$ cat config.mk
export PLATFORM = sky130hd
export DESIGN_NAME = jump_exec_unit
export DESIGN_NICKNAME = d
export VERILOG_FILES = /design/src/rtl/jump_exec_unit_pkg.sv /design/src/rtl/jump_exec_unit_target_calc.sv /design/src/rtl/jump_exec_unit.sv
export SDC_FILE = /design/constraint.sdc
export NUM_CORES = 1
export LEC_CHECK = 0
export ABC_AREA = 0
export CORE_ASPECT_RATIO = 1.25
export CORE_MARGIN = 2
export CORE_UTILIZATION = 54
export CTS_CLUSTER_DIAMETER = 80
export DETAILED_ROUTE_END_ITERATION = 16
export GPL_TIMING_DRIVEN = 0
export PLACE_DENSITY = 0.95
export SETUP_SLACK_MARGIN = 0.4
export SLEW_MARGIN = 20
export SYNTH_ARGS = -nofsm -noshare
export SYNTH_HDL_FRONTEND = slang
export SYNTH_SLANG_ARGS = --single-unit
$ cat constraint.sdc
create_clock -name clk -period 2.99 [get_ports clk]
set_input_delay 0.7475 -clock clk [delete_from_list [all_inputs] [get_ports clk]]
set_output_delay 0.7475 -clock clk [all_outputs]
set_load 0.005 [all_outputs]
$ cat src/rtl/jump_exec_unit_pkg.sv
`default_nettype none
// ============================================================================
// Module      : jump_exec_unit_pkg
// Description : Shared encodings for the jump execution unit: jump_control
//               codes, the JAL/JALR major opcodes and the FSM state type.
// Revision    : 1.0 - initial release
// ============================================================================
package jump_exec_unit_pkg;

    // jump_control encodings produced by the jump decoder (2'b11 reserved)
    localparam logic [1:0] JUMP_NONE = 2'b00;
    localparam logic [1:0] JUMP_JAL  = 2'b01;
    localparam logic [1:0] JUMP_JALR = 2'b10;

    // RV32I major opcodes of the two jump instructions
    localparam logic [6:0] OP_JAL  = 7'b1101111;
    localparam logic [6:0] OP_JALR = 7'b1100111;

    // Execution FSM states, explicitly encoded
    typedef enum logic [2:0] {
        ST_IDLE     = 3'd0,
        ST_REDIRECT = 3'd1,
        ST_FLUSH    = 3'd2,
        ST_WB_WAIT  = 3'd3,
        ST_EXC      = 3'd4
    } jeu_state_t;

    // True for the two encodings that describe a real jump
    function automatic logic is_jump(input logic [1:0] ctl);
        return (ctl == JUMP_JAL) || (ctl == JUMP_JALR);
    endfunction

endpackage : jump_exec_unit_pkg
`default_nettype wire

$ cat src/rtl/jump_exec_unit_target_calc.sv
`default_nettype none
// ============================================================================
// Module      : jump_target_calc
// Description : Combinational jump target, link value and misalignment check.
//   i_pc            address of the jump instruction
//   i_rs1_data      JALR base register value
//   i_imm           21-bit immediate (JAL full, JALR in bits [11:0])
//   i_jump_control  jump kind
//   o_target        computed jump target
//   o_link          pc + 4
//   o_is_jump       jump_control is JAL or JALR
//   o_misaligned    target bit 1 set (no compressed instructions)
// Revision    : 1.0 - initial release
// ============================================================================
module jump_target_calc
    import jump_exec_unit_pkg::*;
#(
    parameter int XLEN = 32
) (
    input  logic [XLEN-1:0] i_pc,
    input  logic [XLEN-1:0] i_rs1_data,
    input  logic [20:0]     i_imm,
    input  logic [1:0]      i_jump_control,
    output logic [XLEN-1:0] o_target,
    output logic [XLEN-1:0] o_link,
    output logic            o_is_jump,
    output logic            o_misaligned
);

    logic [XLEN-1:0] w_imm_jal;
    logic [XLEN-1:0] w_imm_jalr;
    logic [XLEN-1:0] w_jalr_sum;

    // JAL uses the full 21-bit immediate; JALR only the low 12 bits, signed at bit 11
    assign w_imm_jal  = {{(XLEN-21){i_imm[20]}}, i_imm};
    assign w_imm_jalr = {{(XLEN-12){i_imm[11]}}, i_imm[11:0]};
    assign w_jalr_sum = i_rs1_data + w_imm_jalr;

    always_comb begin
        o_target = '0;
        case (i_jump_control)
            JUMP_JAL:  o_target = i_pc + w_imm_jal;
            JUMP_JALR: o_target = {w_jalr_sum[XLEN-1:1], 1'b0};
            default:   o_target = '0;
        endcase
    end

    assign o_link       = i_pc + XLEN'(4);
    assign o_is_jump    = is_jump(i_jump_control);
    assign o_misaligned = o_is_jump && o_target[1];

endmodule : jump_target_calc
`default_nettype wire

$ cat src/rtl/jump_exec_unit.sv
`default_nettype none
// ============================================================================
// Module      : jump_exec_unit
// Description : Executes one JAL/JALR per transaction: fetch redirect strobe,
//               multi-cycle pipeline flush, link writeback over valid/ready,
//               and a misaligned-target exception instead of a redirect.
//   clk / rst_n         clock, asynchronous active-low reset
//   i_in_valid/o_in_ready   decoded jump handshake (ready only in IDLE)
//   i_pc, i_rs1_data, i_rd, i_imm, i_jump_control   decoded jump fields
//   o_redirect_valid/o_redirect_pc   one-cycle fetch redirect
//   o_flush             squash younger instructions
//   o_wb_valid/o_wb_rd/o_wb_data, i_wb_ready   link writeback port
//   o_misaligned_exc/o_exc_tval   one-cycle misaligned exception
// Revision    : 1.0 - initial release
// ============================================================================
module jump_exec_unit
    import jump_exec_unit_pkg::*;
#(
    parameter int XLEN         = 32,
    parameter int FLUSH_CYCLES = 2
) (
    input  logic            clk,
    input  logic            rst_n,
    input  logic            i_in_valid,
    output logic            o_in_ready,
    input  logic [XLEN-1:0] i_pc,
    input  logic [XLEN-1:0] i_rs1_data,
    input  logic [4:0]      i_rd,
    input  logic [20:0]     i_imm,
    input  logic [1:0]      i_jump_control,
    output logic            o_redirect_valid,
    output logic [XLEN-1:0] o_redirect_pc,
    output logic            o_flush,
    output logic            o_wb_valid,
    output logic [4:0]      o_wb_rd,
    output logic [XLEN-1:0] o_wb_data,
    input  logic            i_wb_ready,
    output logic            o_misaligned_exc,
    output logic [XLEN-1:0] o_exc_tval
);

    localparam int CW = $clog2(FLUSH_CYCLES + 1);
    localparam logic [CW-1:0] c_FLUSH_LAST = CW'(FLUSH_CYCLES);

    jeu_state_t      r_state;
    jeu_state_t      w_state_next;
    logic [XLEN-1:0] r_target;
    logic [XLEN-1:0] r_link;
    logic [4:0]      r_rd;
    logic            r_wb_pending;
    logic [CW-1:0]   r_flush_cnt;

    logic [XLEN-1:0] w_target;
    logic [XLEN-1:0] w_link;
    logic            w_is_jump;
    logic            w_misaligned;
    logic            w_accept;
    logic            w_wb_accept;
    logic            w_flush_last;

    jump_target_calc #(
        .XLEN (XLEN)
    ) u_target_calc (
        .i_pc           (i_pc),
        .i_rs1_data     (i_rs1_data),
        .i_imm          (i_imm),
        .i_jump_control (i_jump_control),
        .o_target       (w_target),
        .o_link         (w_link),
        .o_is_jump      (w_is_jump),
        .o_misaligned   (w_misaligned)
    );

    assign w_accept     = i_in_valid && (r_state == ST_IDLE);
    assign w_wb_accept  = r_wb_pending && i_wb_ready;
    // r_flush_cnt holds the number of the flush cycle currently in progress
    assign w_flush_last = (r_flush_cnt >= c_FLUSH_LAST);

    // ------------------------------------------------------------------
    // State register
    // ------------------------------------------------------------------
    always_ff @(posedge clk or negedge rst_n) begin
        if (!rst_n) begin
            r_state <= ST_IDLE;
        end else begin
            r_state <= w_state_next;
        end
    end

    // ------------------------------------------------------------------
    // Next-state logic
    // ------------------------------------------------------------------
    always_comb begin
        w_state_next = r_state;
        case (r_state)
            ST_IDLE: begin
                // JUMP_NONE / reserved encodings are consumed without effect
                if (w_accept && w_is_jump) begin
                    w_state_next = w_misaligned ? ST_EXC : ST_REDIRECT;
                end
            end
            ST_REDIRECT, ST_FLUSH: begin
                if (!w_flush_last) begin
                    w_state_next = ST_FLUSH;
                end else if (!r_wb_pending || i_wb_ready) begin
                    w_state_next = ST_IDLE;
                end else begin
                    w_state_next = ST_WB_WAIT;
                end
            end
            ST_WB_WAIT: begin
                if (!r_wb_pending || i_wb_ready) begin
                    w_state_next = ST_IDLE;
                end
            end
            ST_EXC: begin
                w_state_next = ST_IDLE;
            end
            default: begin
                w_state_next = ST_IDLE;
            end
        endcase
    end

    // ------------------------------------------------------------------
    // Transaction registers: latched target/link/rd, flush counter and
    // the writeback-outstanding flag (independent of the flush sequence
    // so the register file may accept during any flush cycle).
    // ------------------------------------------------------------------
    always_ff @(posedge clk or negedge rst_n) begin
        if (!rst_n) begin
            r_target     <= '0;
            r_link       <= '0;
            r_rd         <= '0;
            r_wb_pending <= 1'b0;
            r_flush_cnt  <= '0;
        end else begin
            if (w_accept && w_is_jump) begin
                r_target     <= w_target;
                r_link       <= w_link;
                r_rd         <= i_rd;
                r_wb_pending <= !w_misaligned && (i_rd != 5'd0);
                r_flush_cnt  <= CW'(1);
            end else begin
                if (w_wb_accept) begin
                    r_wb_pending <= 1'b0;
                end
                if (((r_state == ST_REDIRECT) || (r_state == ST_FLUSH)) && !w_flush_last) begin
                    r_flush_cnt <= r_flush_cnt + CW'(1);
                end
            end
        end
    end

    // ------------------------------------------------------------------
    // Output logic (Moore, data fields gated to zero when not valid)
    // ------------------------------------------------------------------
    always_comb begin
        o_in_ready       = (r_state == ST_IDLE);
        o_redirect_valid = (r_state == ST_REDIRECT);
        o_redirect_pc    = '0;
        o_flush          = (r_state == ST_REDIRECT) || (r_state == ST_FLUSH);
        o_wb_valid       = r_wb_pending;
        o_wb_rd          = '0;
        o_wb_data        = '0;
        o_misaligned_exc = (r_state == ST_EXC);
        o_exc_tval       = '0;
        if (r_state == ST_REDIRECT) begin
            o_redirect_pc = r_target;
        end
        if (r_wb_pending) begin
            o_wb_rd   = r_rd;
            o_wb_data = r_link;
        end
        if (r_state == ST_EXC) begin
            o_exc_tval = r_target;
        end
    end

endmodule : jump_exec_unit
`default_nettype wire

==> impl_results.md, run 1 <==
- Status: did not finish
- Failed at: 5_1_grt
- First Err: [ERROR GRT-0232] Routing congestion too high. Check the congestion heatmap in the GUI.
- Port buffer count: 201
- Starting Density: 54.63%
- Num ports: between 200 and 250
- FP Rows: 48
- Most used DFF post-synth: dfrtp_1
- CTS H-tree lvls: 3
- Count of cell types in the netlist: 64
- Max clock buf depth: 2
- Number of synthesized flops with an enable pin: 0
- Post-DP Area: 10130 µm²
- Placer congestion estimate: 0.9742
- Detail Placement HPWL: 19990 µm
- CTS root buf: clkbuf_16
- GRT Total Usage: 69.23%
- Die width: 109.0 µm
- Worst endpoint from the post-global-route timing repair: r_target[29]$_DFFE_PN0P_/D
- Yosys warns: 0
- Sequential share of the synthesized area: approximately 25%
- Worst slack at placement: -656.2 ps
- Largest net degree at the start of global routing: 53
- Ys async rst share: between 90% and 100%
- Die Span Y: around 140 µm
- Post-synthesis cell count: 958
- Kind of the worst endpoint: register input
- Yosys reg bits: 75
- CTS Buf Count: 9
- Syn Std Cell Area: between 7000 and 8000 µm²
- Clock sinks: 75
- Mapped Nets: 1121
- Syn_area_per_cell: 7.775 µm²
- GRT overflow: 20
==> per-layer routing <==
metal,GRT usage (%),GRT overflow
met1,70.10,1
met5,9.643,0
met4,69.73,8
met3,48.58,0
met2,88.58,11
==> cell usage after synthesis, types with 2 or more instances <==
| cell type | n | area, µm² |
|---|---|---|
| a211oi_1 | 7 | 52.55 |
| a21o_1 | 27 | 202.7 |
| a21oi_1 | 65 | 325.3 |
| a221oi_1 | 20 | 175.2 |
| a22oi_1 | 4 | 30.03 |
| a2bb2oi_1 | 2 | 17.52 |
| a311o_1 | 2 | 20.02 |
| a311oi_1 | 3 | 26.28 |
| a31oi_1 | 12 | 75.07 |
| a32oi_1 | 2 | 17.52 |
| and2_1 | 73 | 456.7 |
| and3_1 | 45 | 281.5 |
| and4_1 | 3 | 26.28 |
| buf_2 | 2 | 10.01 |
| clkbuf_1 | 42 | 157.7 |
| dfrtp_1 | 75 | 1877 |
| fa_1 | 2 | 40.04 |
| ha_1 | 65 | 813.3 |
| inv_1 | 24 | 90.09 |
| nand2_1 | 116 | 435.4 |
| nand2b_1 | 14 | 87.58 |
| nand3_1 | 26 | 130.1 |
| nand3b_1 | 3 | 22.52 |
| nand4_1 | 10 | 62.56 |
| nor2_1 | 82 | 307.8 |
| nor2b_1 | 8 | 50.05 |
| nor3_1 | 9 | 45.04 |
| nor3b_1 | 3 | 22.52 |
| o2111ai_1 | 4 | 35.03 |
| o211ai_1 | 8 | 60.06 |
| o21a_1 | 10 | 75.07 |
| o21ai_0 | 64 | 320.3 |
| o21ai_1 | 4 | 20.02 |
| o21bai_1 | 6 | 45.04 |
| o31ai_1 | 4 | 30.03 |
| o41ai_1 | 2 | 17.52 |
| or2_2 | 2 | 12.51 |
| or3_1 | 4 | 25.02 |
| xnor2_1 | 45 | 394.1 |
| xor2_1 | 35 | 306.5 |
==> cells by family after synthesis <==
group | Yosys count | synth area share, %
fa+ha+maj | 67 | 11.46
flops | 75 | 25.20
simple gates | 403 | 27.05
buf+inv | 70 | 3.679
xor+xnor | 80 | 9.407
mux | 3 | 0.4367
compound gates | 260 | 22.78
==> per-stage QoR <==
stage / cells / hold slack, ps / TNS [ps] / util (%)
after floorplan: 958 / 438.0 / 0 / -
after global placement: 1334 / 449.3 / -143140 / 74.14
after CTS: 1433 / 325.5 / 0 / 85.97
after detailed placement: 1335 / 454.5 / -30300 / 74.28
==> timing repair <==
item,in CTS
hold buffers,0
pin swaps,112
resized for setup,413
gates cloned,2
hold endpoints to repair,0
setup endpoints to repair,157
setup buffers,80
==> run 2: changes to the inputs <==
- CORE_ASPECT_RATIO: 1.25 -> default
- CORE_UTILIZATION: 54 -> 40
- CTS_CLUSTER_DIAMETER: 80 -> default
- PLACE_DENSITY: 0.95 -> default
- PLACE_DENSITY_LB_ADDON: default -> 0.15
- SETUP_SLACK_MARGIN: 0.4 -> default
==> run 2 against run 1 <==
The flow now finishes without violations. Synthesized cell count stayed put. Synthesized area stayed put.
==> impl_results.md, run 2 <==
- Status: finished, final reports clean
- Clock sinks: 75 (unchanged)
- Max-cap violations: 0
- Vias in the first global route: between 7000 and 8000
- Biggest regs: r_link (32), r_target (32), r_rd (5)
- Setup WS post-layout: 18.01 ps
- Max-slew headroom: 48.54%
- Core ar.: 18150 µm²
- Max clock buf depth: 2 (unchanged)
- Yosys reg bits: 75 (unchanged)
- Num ports: 202 (unchanged)
- Full die area: 19730 µm²
- Final Power: between 6 and 7 mW
- Setup-failing EPs final: 0
- Least-Margin Pin Slew: between 700 and 800 ps
- Port buffer count: 201 (unchanged)
- Area of the multi-input gates: around 6100 µm²
- Static leakage: 4.817 nW
- Hold WS: 309.1 ps
- Drt via density: 5.618
- CTS root buf: clkbuf_16
- Number of synthesized flops with an enable pin: 0 (unchanged)
- Share of post-route cells with drive strength above 1: between 10% and 20%
- CTS Buf Count: 9 (unchanged)
- Die width: 140.5 µm (+29%)
- Antenna Nets Post-Route: 0
- Wire per inst: 18.63 µm
- CP Class: input port to flip-flop
- Syn Std Cell Area: 7448 µm² (unchanged)
- Starting Density: 41.04% (-14 points)
- Drt pass-1 iters: 7
- Placed Instances: 1389 (+4.0%)
- CP Launch Type: input port
- Final non-filler cell total: 1436
- Clk slew on worst S/H paths: 70 ps
- Final Hold Fails: 0
- GRT overflow: 0
- Critical path data required time: ~3200 ps
- Filler Cells Inserted: roughly 1700
- Yosys warns: 0 (unchanged)
- Power density cells: 542.0 nW/µm²
- Max Slew Vio Count: 0
- DRT Wirelength: 26760 µm
- Clock Latency Late Sink: 350 ps
- Worst VDD drop: roughly 0.0003 V
- Post-synthesis cell count: 958 (unchanged)
- Worst EP arrival: 3200 ps
- Most frequent cell after synthesis: nand2_1
- DR DRC count: 0
- Syn_area_per_cell: 7.775 µm² (unchanged)
- Class of the worst hold path: input port to async pin
- Clk_skew: 6.061 ps
- Area grow syn2layout: 48.88%
- Mapped Nets: 1121 (unchanged)
- CP Max Fanout: 6
- Nets: 1362
- GRT Total Usage: 26.17%
- Initial antenna violation count: 2
- Most used DFF post-synth: dfrtp_1
- Ys async rst share: 100.0% (unchanged)
- First-pass GRT wire length: ~41000 µm
- Sequential share of the synthesized area: 25.20% (unchanged)
- FP Rows: 49 (+2.1%)
- Die Span Y: 140.5 µm (+3.8%)
- CP Capture Type: flip-flop
- Count of cell types in the netlist: 64 (unchanged)
- Most common cell after layout, fill and taps aside: clkdlybuf4s50_1
- Fmax: 336.5 MHz
- Synth top cells by count: 116 x nand2_1, 82 x nor2_1, 75 x dfrtp_1, 73 x and2_1
- Yosys top cell by area: dfrtp_1
- Largest net degree at the start of global routing: 53
- Dominant cells by area after synthesis: dfrtp_1 25%, ha_1 11%, and2_1 6.1%
- CTS H-tree lvls: 3 (unchanged)
- Routed via count: 8067
- CTS tree: built
- Leading cell types in the layout, fill and taps excluded: 147 x clkdlybuf4s50_1, 115 x nand2_1, 81 x nor2_1, 74 x dfrtp_1, 72 x and2_1
- Worst slack at placement: -1471 ps (-814.8 ps)
- Minimum clock period: 2972 ps
- Yosys top cell area share: 25.20% (unchanged)
- Placer congestion estimate: 0.9341 (-4.1%)
- Final Cycle Share: 99.40%
- Iteration-0 DRC count of the detailed router: 510
- Hold-fix buffer count after cts: 0 (unchanged)
- Seq. cell area: 1878 µm²
- Detail Placement HPWL: 20050 µm (+0.29%)
run 2: power by group:
| group | internal [mW] | switching, mW | total [mW] | leakage (nW) |
|---|---|---|---|---|
| Sequential | 1.51 | 0.367 | 1.88 | 0.915 |
| Combinational | 1.50 | 1.50 | 3.00 | 3.76 |
| Clock | 0.653 | 0.477 | 1.13 | 0.142 |
| Total | 3.66 | 2.35 | 6.01 | 4.82 |
run 2: metal layers:
| metal | up-vias | part of all wire [%] | track usage, % |
|---|---|---|---|
| met1 | 3815 | 46 | 37.41 |
| met5 | - | 0 | 0 |
| met2 | 325 | 46 | 41.98 |
| met4 | 0 | 1.4 | 6.316 |
| met3 | 25 | 6.5 | 3.692 |
| li1 | 3902 | - | - |
run 2: logic make-up after synthesis:
logic type	after synthesis	synth area share [%]
AOI/OAI and AO/OA	260	22.78
xor gates and xnor gates	80	9.407
adders and majority gates	67	11.46
buffers and inverters	70	3.679
DFF	75	25.20
muxes	3	0.4367
and+or+nand+nor	403	27.05
run 2: path summary, 6_finish.rpt:
check,startpoint,endpoint,slack [ps],cells after the start
min reg2reg,r_link[3],r_link[3],460,2
max,i_imm[13],r_target[24],20,12
min,rst_n,r_target[11],310,1
min in group clk,r_link[3],r_link[3],460,2
max in group asynchronous,rst_n,r_state[0],2080,2
max reg2reg,r_state[1],r_link[29],480,6
run 2: per-stage QoR:
stage | instance area (µm²) | setup TNS (ps) | utilization [%]
6_report | 11090 | 0 | 61.11
5_1_grt | 11090 | -205.3 | 61.09
4_1_cts | 10750 | 0 | 59.25
3_5_place_dp | 9781 | -46550 | 53.90
3_3_place_gp | 9747 | -170010 | 53.71
2_1_floorplan | 7448 | 0 | -
run 2: critical path, cell delays in order:
cell             delay [ps]
clkdlybuf4s50_1         500
ha_4                    230
a21oi_1                 160
o21ai_0                 130
a31oi_1                 190
o21ai_2                  80
buf_6                   130
a31oi_4                 250
a21oi_4                 100
o2111ai_1               230
o31ai_2                 110
o32a_1                  330
run 2: cell type report:
type	instances	share of cell area (%)
inverters	24	0.8124
flip-flops and latches	75	16.94
well taps	229	2.584
multi-input cells	813	54.90
diodes	3	0.06770
plain buffers	39	1.794
clock inverters	7	0.6883
clock buffers	9	2.031
repair buffers	237	20.19
run 2: repair_timing:
action / CTS / global route
resized for setup: 143 / 107
endpoints found under the setup margin: 93 / 90
buffers inserted: 24 / 11
pin swaps: 44 / 51
endpoints found under the hold margin: 0 / 0
(Power assumes the default switching activity.)
==> run 3: changes to the inputs <==
- clock period: 2.99 -> 2.9 ns (I/O delays scaled with it)
==> run 3 against run 2 <==
Utilization rose by 0.63 points. Register-to-register slack got worse by 280 ps. Hold slack worse by 28 ps. First-iteration DRC count increased by 21%. Power is 5.3% higher. Clock skew about the same. Clock-buffer cell count increased by 1. Via count grew 2.1%. Die area is the same.
==> impl_results.md, run 3 (synthesis gave the netlist of run 2 again) <==
- RSZ-0062 raised after global routing: yes
- Detail Placement HPWL: 20280 µm (+1.2%)
- CP Launch Type: flip-flop
- Max clock buf depth: 2 (unchanged)
- Hold WS: 281.3 ps (-27.77 ps)
- Met1 usage in global routing: 36.55% (-0.86 points)
- Clock Latency Late Sink: 340 ps (about the same)
- Worst slack at placement: -1481 ps (-10.23 ps)
- Status: finished, final reports clean
- CP Capture Type: output port
- Antenna Nets Post-Route: 0 (unchanged)
- Worst VDD drop: 0.0003491 V (+19%)
- Drt via density: 5.702 (+1.5%)
- Minimum clock period: 2862 ps
- DR DRC count: 0 (unchanged)
- Vias in the first global route: 7835 (+2.2%)
- Routed via count: 8239 (+2.1%)
- Port buffer count: 201 (unchanged)
- Worst reg-to-reg path cell count: 8 (+2)
- Met2 GRT Util: 43.58% (+1.6 points)
- Final non-filler cell total: 1445 (+0.63%)
- Clk_skew: 6.148 ps (+0.08746 ps)
- Static leakage: 4.899 nW (+1.7%)
- Max-slew headroom: 50.97% (+2.4 points)
- Class of the worst hold path: input port to async pin
- Least-Margin Pin Slew: 735.5 ps (-36.40 ps)
- CP Class: flip-flop to output port
- Critical path data required time: 2170 ps (-1050 ps)
- CTS root buf: clkbuf_16
- Clock sinks: 75 (unchanged)
- Clk slew on worst S/H paths: 60 ps (about the same)
- CTS Buf Count: 9 (unchanged)
- DRT Wirelength: 27350 µm (+2.2%)
- Initial antenna violation count: 1 (-1)
- First-pass GRT wire length: 41660 µm (+1.6%)
- Met3 usage in global routing: 3.658% (-0.034 points)
- CP Max Fanout: 10 (+4)
- Final Util: 61.74% (+0.63 points)
- Biggest regs: r_link (32), r_target (32), r_rd (5)
- Final Hold Fails: 0 (unchanged)
- Num ports: 202 (unchanged)
- Top Usage Layer GRT: met2
- Final Power: 6.331 mW (+5.3%)
- Final Cycle Share: 98.70%
- Max-cap violations: 0 (unchanged)
- Core ar.: 18150 µm² (unchanged)
- Setup-failing EPs final: 0 (unchanged)
- Final Cell Area: 11200 µm² (+1.0%)
- GRT Total Usage: 26.55% (+0.38 points)
- Placed Instances: 1389 (unchanged)
- Die Span Y: 140.5 µm (unchanged)
- Iteration-0 DRC count of the detailed router: 617 (+21%)
- Hold-fix buffer count after cts: 0 (unchanged)
- FP Rows: 49 (unchanged)
- Largest net degree at the start of global routing: 53 (unchanged)
- Max Slew Vio Count: 0 (unchanged)
- TNS Setup: 0 ps (unchanged)
- Filler Cells Inserted: 1625 (-3.3%)
- Starting Density: 41.04% (unchanged)
- Fmax: between 300 and 400 MHz
- Area grow syn2layout: 50.43%
- Leading cell types in the layout, fill and taps excluded: 138 x clkdlybuf4s50_1, 115 x nand2_1, 79 x nor2_1, 73 x dfrtp_1, 72 x and2_1
- CTS tree: built
- Full die area: 19730 µm² (unchanged)
- Die width: 140.5 µm (unchanged)
- GRT overflow: 0 (unchanged)
- Wire per inst: 18.93 µm (+1.6%)
- Drt pass-1 iters: 5 (-2)
- Power density cells: 565.0 nW/µm² (+4.3%)
- Most common cell after layout, fill and taps aside: clkdlybuf4s50_1
- Share of post-route cells with drive strength above 1: 17.78% (+2.2 points)
- Placer congestion estimate: 0.9169 (-1.8%)
- Nets: 1373 (+0.81%)
- Worst EP arrival: 2140 ps (-1060 ps)
- Post-DP Area: 9776 µm² (about the same)
- Setup WS post-layout: 37.66 ps (+19.65 ps)
- CTS H-tree lvls: 3 (unchanged)
[run 3: area by class of cell]
cell class / instances / area (µm²) / share of cell area, %
Tap cell: 229 / 286.5 / 2.557
Clock buffer: 10 / 229.0 / 2.044
Sequential cell: 75 / 1879 / 16.77
Multi-Input combinational cell: 813 / 6095 / 54.39
Timing Repair Buffer: 249 / 2322 / 20.73
Buffer: 38 / 210.2 / 1.876
Inverter: 24 / 90.09 / 0.8040
Antenna cell: 1 / 2.502 / 0.02233
Clock inverter: 6 / 90.09 / 0.8040
[run 3: critical path: stages, from the launching register on]
cell             delay (ps)
dfrtp_1                 370
clkbuf_8                150
buf_4                   130
clkbuf_1                370
and3_1                  260
clkdlybuf4s50_1         510
[run 3: layer usage]
layer,vias to the layer above,wire length [µm]
met2,349,12590
met3,51,2057
li1,3925,-
met4,0,656
met5,-,0
met1,3914,12050
[run 3: final timing paths]
kind                                  from        endpoint  slack [ps]
worst min-delay path                 rst_n     r_target[6]         280
min in group clk                 r_link[3]       r_link[3]         460
worst min register to register   r_link[3]       r_link[3]         460
max in group asynchronous            rst_n      r_link[25]        2020
worst max-delay path            r_state[2]  o_exc_tval[11]          40
worst max register to register  r_state[2]     r_target[7]         200
[run 3: power by group]
| part | internal [mW] | switching, mW | total [mW] | leakage (nW) |
|---|---|---|---|---|
| Sequential | 1.56 | 0.381 | 1.94 | 0.914 |
| Clock | 0.754 | 0.466 | 1.22 | 0.141 |
| Combinational | 1.58 | 1.59 | 3.17 | 3.84 |
[run 3: what timing repair did]
action | 4_1_cts | 5_1_grt
cloned | 1 | 1
setup buffers | 28 | 17
endpoints found under the setup margin | 122 | 80
pin swaps | 44 | 48
resized for setup | 181 | 121
==> run 4: changes to the inputs <==
- CORE_UTILIZATION: 40 -> 51
- CTS_BUF_LIST: default -> sky130_fd_sc_hd__clkbuf_4
==> run 4 against run 3 <==
Maximum frequency shrank 1.2%. Hold slack lost 150 ps. Sequential power is essentially flat. Cell area shrank 3.1%. Clock skew grew 13 ps. Final cell count shrank 3.9%. Combinational power shrank 2%. Largest power group unchanged. Critical endpoint is now o_redirect_pc[20]. Via count grew 0.73%. Routed wire length shrank 3.9%. Critical path depth grew 2. Clock power shrank 38%.
==> impl_results.md, run 4 (synthesis gave the netlist of run 2 again) <==
- Status: finished, final reports clean
- Die Span Y: 124.9 µm (-11%)
- Worst EP arrival: 2170 ps (+30 ps)
- CP Max Fanout: 6 (-4)
- Power density cells: 533.8 nW/µm² (-5.5%)
- Final Hold Fails: 0 (unchanged)
- CTS H-tree lvls: 3 (unchanged)
- RSZ-0062 raised after global routing: yes
- GRT Total Usage: 31.90% (+5.4 points)
- Largest net degree at the start of global routing: 54 (+1.9%)
- CTS tree: built
- TNS Setup: 0 ps (unchanged)
- Antenna Nets Post-Route: 0 (unchanged)
- Final Cycle Share: 99.93% (+1.2 points)
- Flop2flop setup slack: 370 ps (+170 ps)
- Clock Latency Late Sink: 470 ps (+130 ps)
- Filler Cells Inserted: 1138 (-30%)
- Wire per inst: 18.93 µm (about the same)
- Minimum clock period: 2898 ps (+35.61 ps)
- Iteration-0 DRC count of the detailed router: 676 (+9.6%)
- Drt via density: 5.975 (+4.8%)
- Static leakage: 4.923 nW (+0.49%)
- Final Power: 5.795 mW (-8.5%)
- Reg2reg end: r_link[29]
- CTS Buf Count: 9 (unchanged)
- Critical path data required time: 2170 ps (about the same)
- Worst VDD drop: 0.0002629 V (-25%)
- Max-slew headroom: 53.92% (+3.0 points)
- Die width: 124.9 µm (-11%)
- GRT overflow: 0 (unchanged)
- Drt pass-1 iters: 4 (-1)
- Max-cap violations: 0 (unchanged)
- Num ports: 202 (unchanged)
- Most common cell after layout, fill and taps aside: clkdlybuf4s50_1
- Full die area: 15590 µm² (-21%)
- Worst reg-to-reg path cell count: 7 (-1)
- Vias in the first global route: 7849 (+0.18%)
- Detail Placement HPWL: 19360 µm (-4.5%)
- Least-Margin Pin Slew: 686.1 ps (-49.43 ps)
- First-pass GRT wire length: 40130 µm (-3.7%)
- Clk slew on worst S/H paths: 140 ps (+80 ps)
- DR DRC count: 0 (unchanged)
- Starting Density: 51.64% (+11 points)
- Routed via count: 8299 (+0.73%)
- CP Launch Type: flip-flop
- Clock sinks: 75 (unchanged)
- Fmax: 345.1 MHz (-1.2%)
- Clk_skew: 18.84 ps (+12.69 ps)
- FP Rows: 44 (-10%)
- Biggest regs: r_link (32), r_target (32), r_rd (5)
- CTS root buf: clkbuf_4
- R2R Path Start: r_state[1]
- CP Capture Type: output port
- Port buffer count: 201 (unchanged)
- Setup-failing EPs final: 0 (unchanged)
- Setup WS post-layout: 2.045 ps (-35.61 ps)
- Max clock buf depth: 2 (unchanged)
- Leading cell types in the layout, fill and taps excluded: 123 x clkdlybuf4s50_1, 116 x nand2_1, 79 x nor2_1, 72 x and2_1, 72 x dfrtp_1
- CP Class: flip-flop to output port
- Area grow syn2layout: 45.76%
- Core ar.: 14420 µm² (-21%)
- Class of the worst hold path: input port to async pin
- Placer congestion estimate: 0.9224 (+0.60%)
- Nets: 1362 (-0.80%)
- Initial antenna violation count: 1 (unchanged)
- Share of post-route cells with drive strength above 1: 14.20% (-3.6 points)
- Worst slack at placement: -1474 ps (+6.990 ps)
- Max Slew Vio Count: 0 (unchanged)
- DRT Wirelength: 26290 µm (-3.9%)
run 4: changes by cell type in the layout (fill, tap and decap cells not counted), moves of 9 or more:
cell,delta
dlymetal6s2s_1,+9
buf_4,-12
clkdlybuf4s50_1,-15
clkbuf_2,-20
dlygate4sd2_1,+28
clkbuf_16,-9
clkbuf_4,+12
run 4: what timing repair did:
action	CTS	global route
pin swaps	27	44
gates resized for setup	151	102
hold buffers	0	0
setup buffers	10	24
setup endpoints to repair	126	67
gates cloned	1	0
run 4: where the power goes:
part | total, mW | switching, mW | internal (mW)
registers | 1.93 | 0.383 | 1.55
logic | 3.11 | 1.57 | 1.53
clock network | 0.753 | 0.407 | 0.346
run 4: stage by stage:
stage	utilization [%]	instance area, µm²	cells	hold slack [ps]
2_1_floorplan	-	7452	958	429.4
3_3_place_gp	67.21	9694	1343	450.8
3_5_place_dp	67.38	9719	1344	461.9
4_1_cts	72.02	10390	1366	135.5
5_1_grt	75.27	10860	1389	142.5
6_report	75.27	10860	1389	126.6
run 4: worst max-delay path by stage:
stage                   start           endpoint  slack [ps]  cells after the start
5_1_grt               i_pc[1]       r_target[19]        -110                     11
3_5_place_dp        i_imm[11]       r_target[27]       -1470                     12
2_1_floorplan         i_pc[0]       r_target[24]          40                     11
4_1_cts        i_rs1_data[14]       r_target[31]         -20                     12
6_report           r_state[2]  o_redirect_pc[20]           2                      7
3_3_place_gp            rst_n       r_target[28]       -1610                      1
run 4: final cells by class:
cell class | count | area, µm² | share of cell area (%)
Multi-Input combinational cell | 813 | 5961 | 54.90
Timing Repair Buffer | 237 | 2292 | 21.11
Sequential cell | 75 | 1881 | 17.32
Buffer | 39 | 240.2 | 2.213
Tap cell | 184 | 230.2 | 2.121
Clock inverter | 7 | 92.59 | 0.8528
Inverter | 24 | 90.09 | 0.8298
Clock buffer | 9 | 67.56 | 0.6223
Antenna cell | 1 | 2.502 | 0.02305
run 4: layer usage:
layer / up-vias / wire length (µm) / track usage (%) / part of all wire, %
li1: 3910 / - / - / -
met1: 3889 / 10970 / 43.22 / 42
met2: 431 / 11970 / 50.50 / 46
met3: 69 / 2497 / 5.885 / 9.5
met4: 0 / 847 / 12.75 / 3.2
met5: - / 0 / 0 / 0
run 4: worst max-delay path, cell delays in order, from the launching register on:
cell           delay, ps
dfrtp_1              430
clkbuf_8             180
nor3b_4              260
buf_12               160
buf_4                120
clkbuf_8             140
and2_1               140
dlygate4sd2_1        280
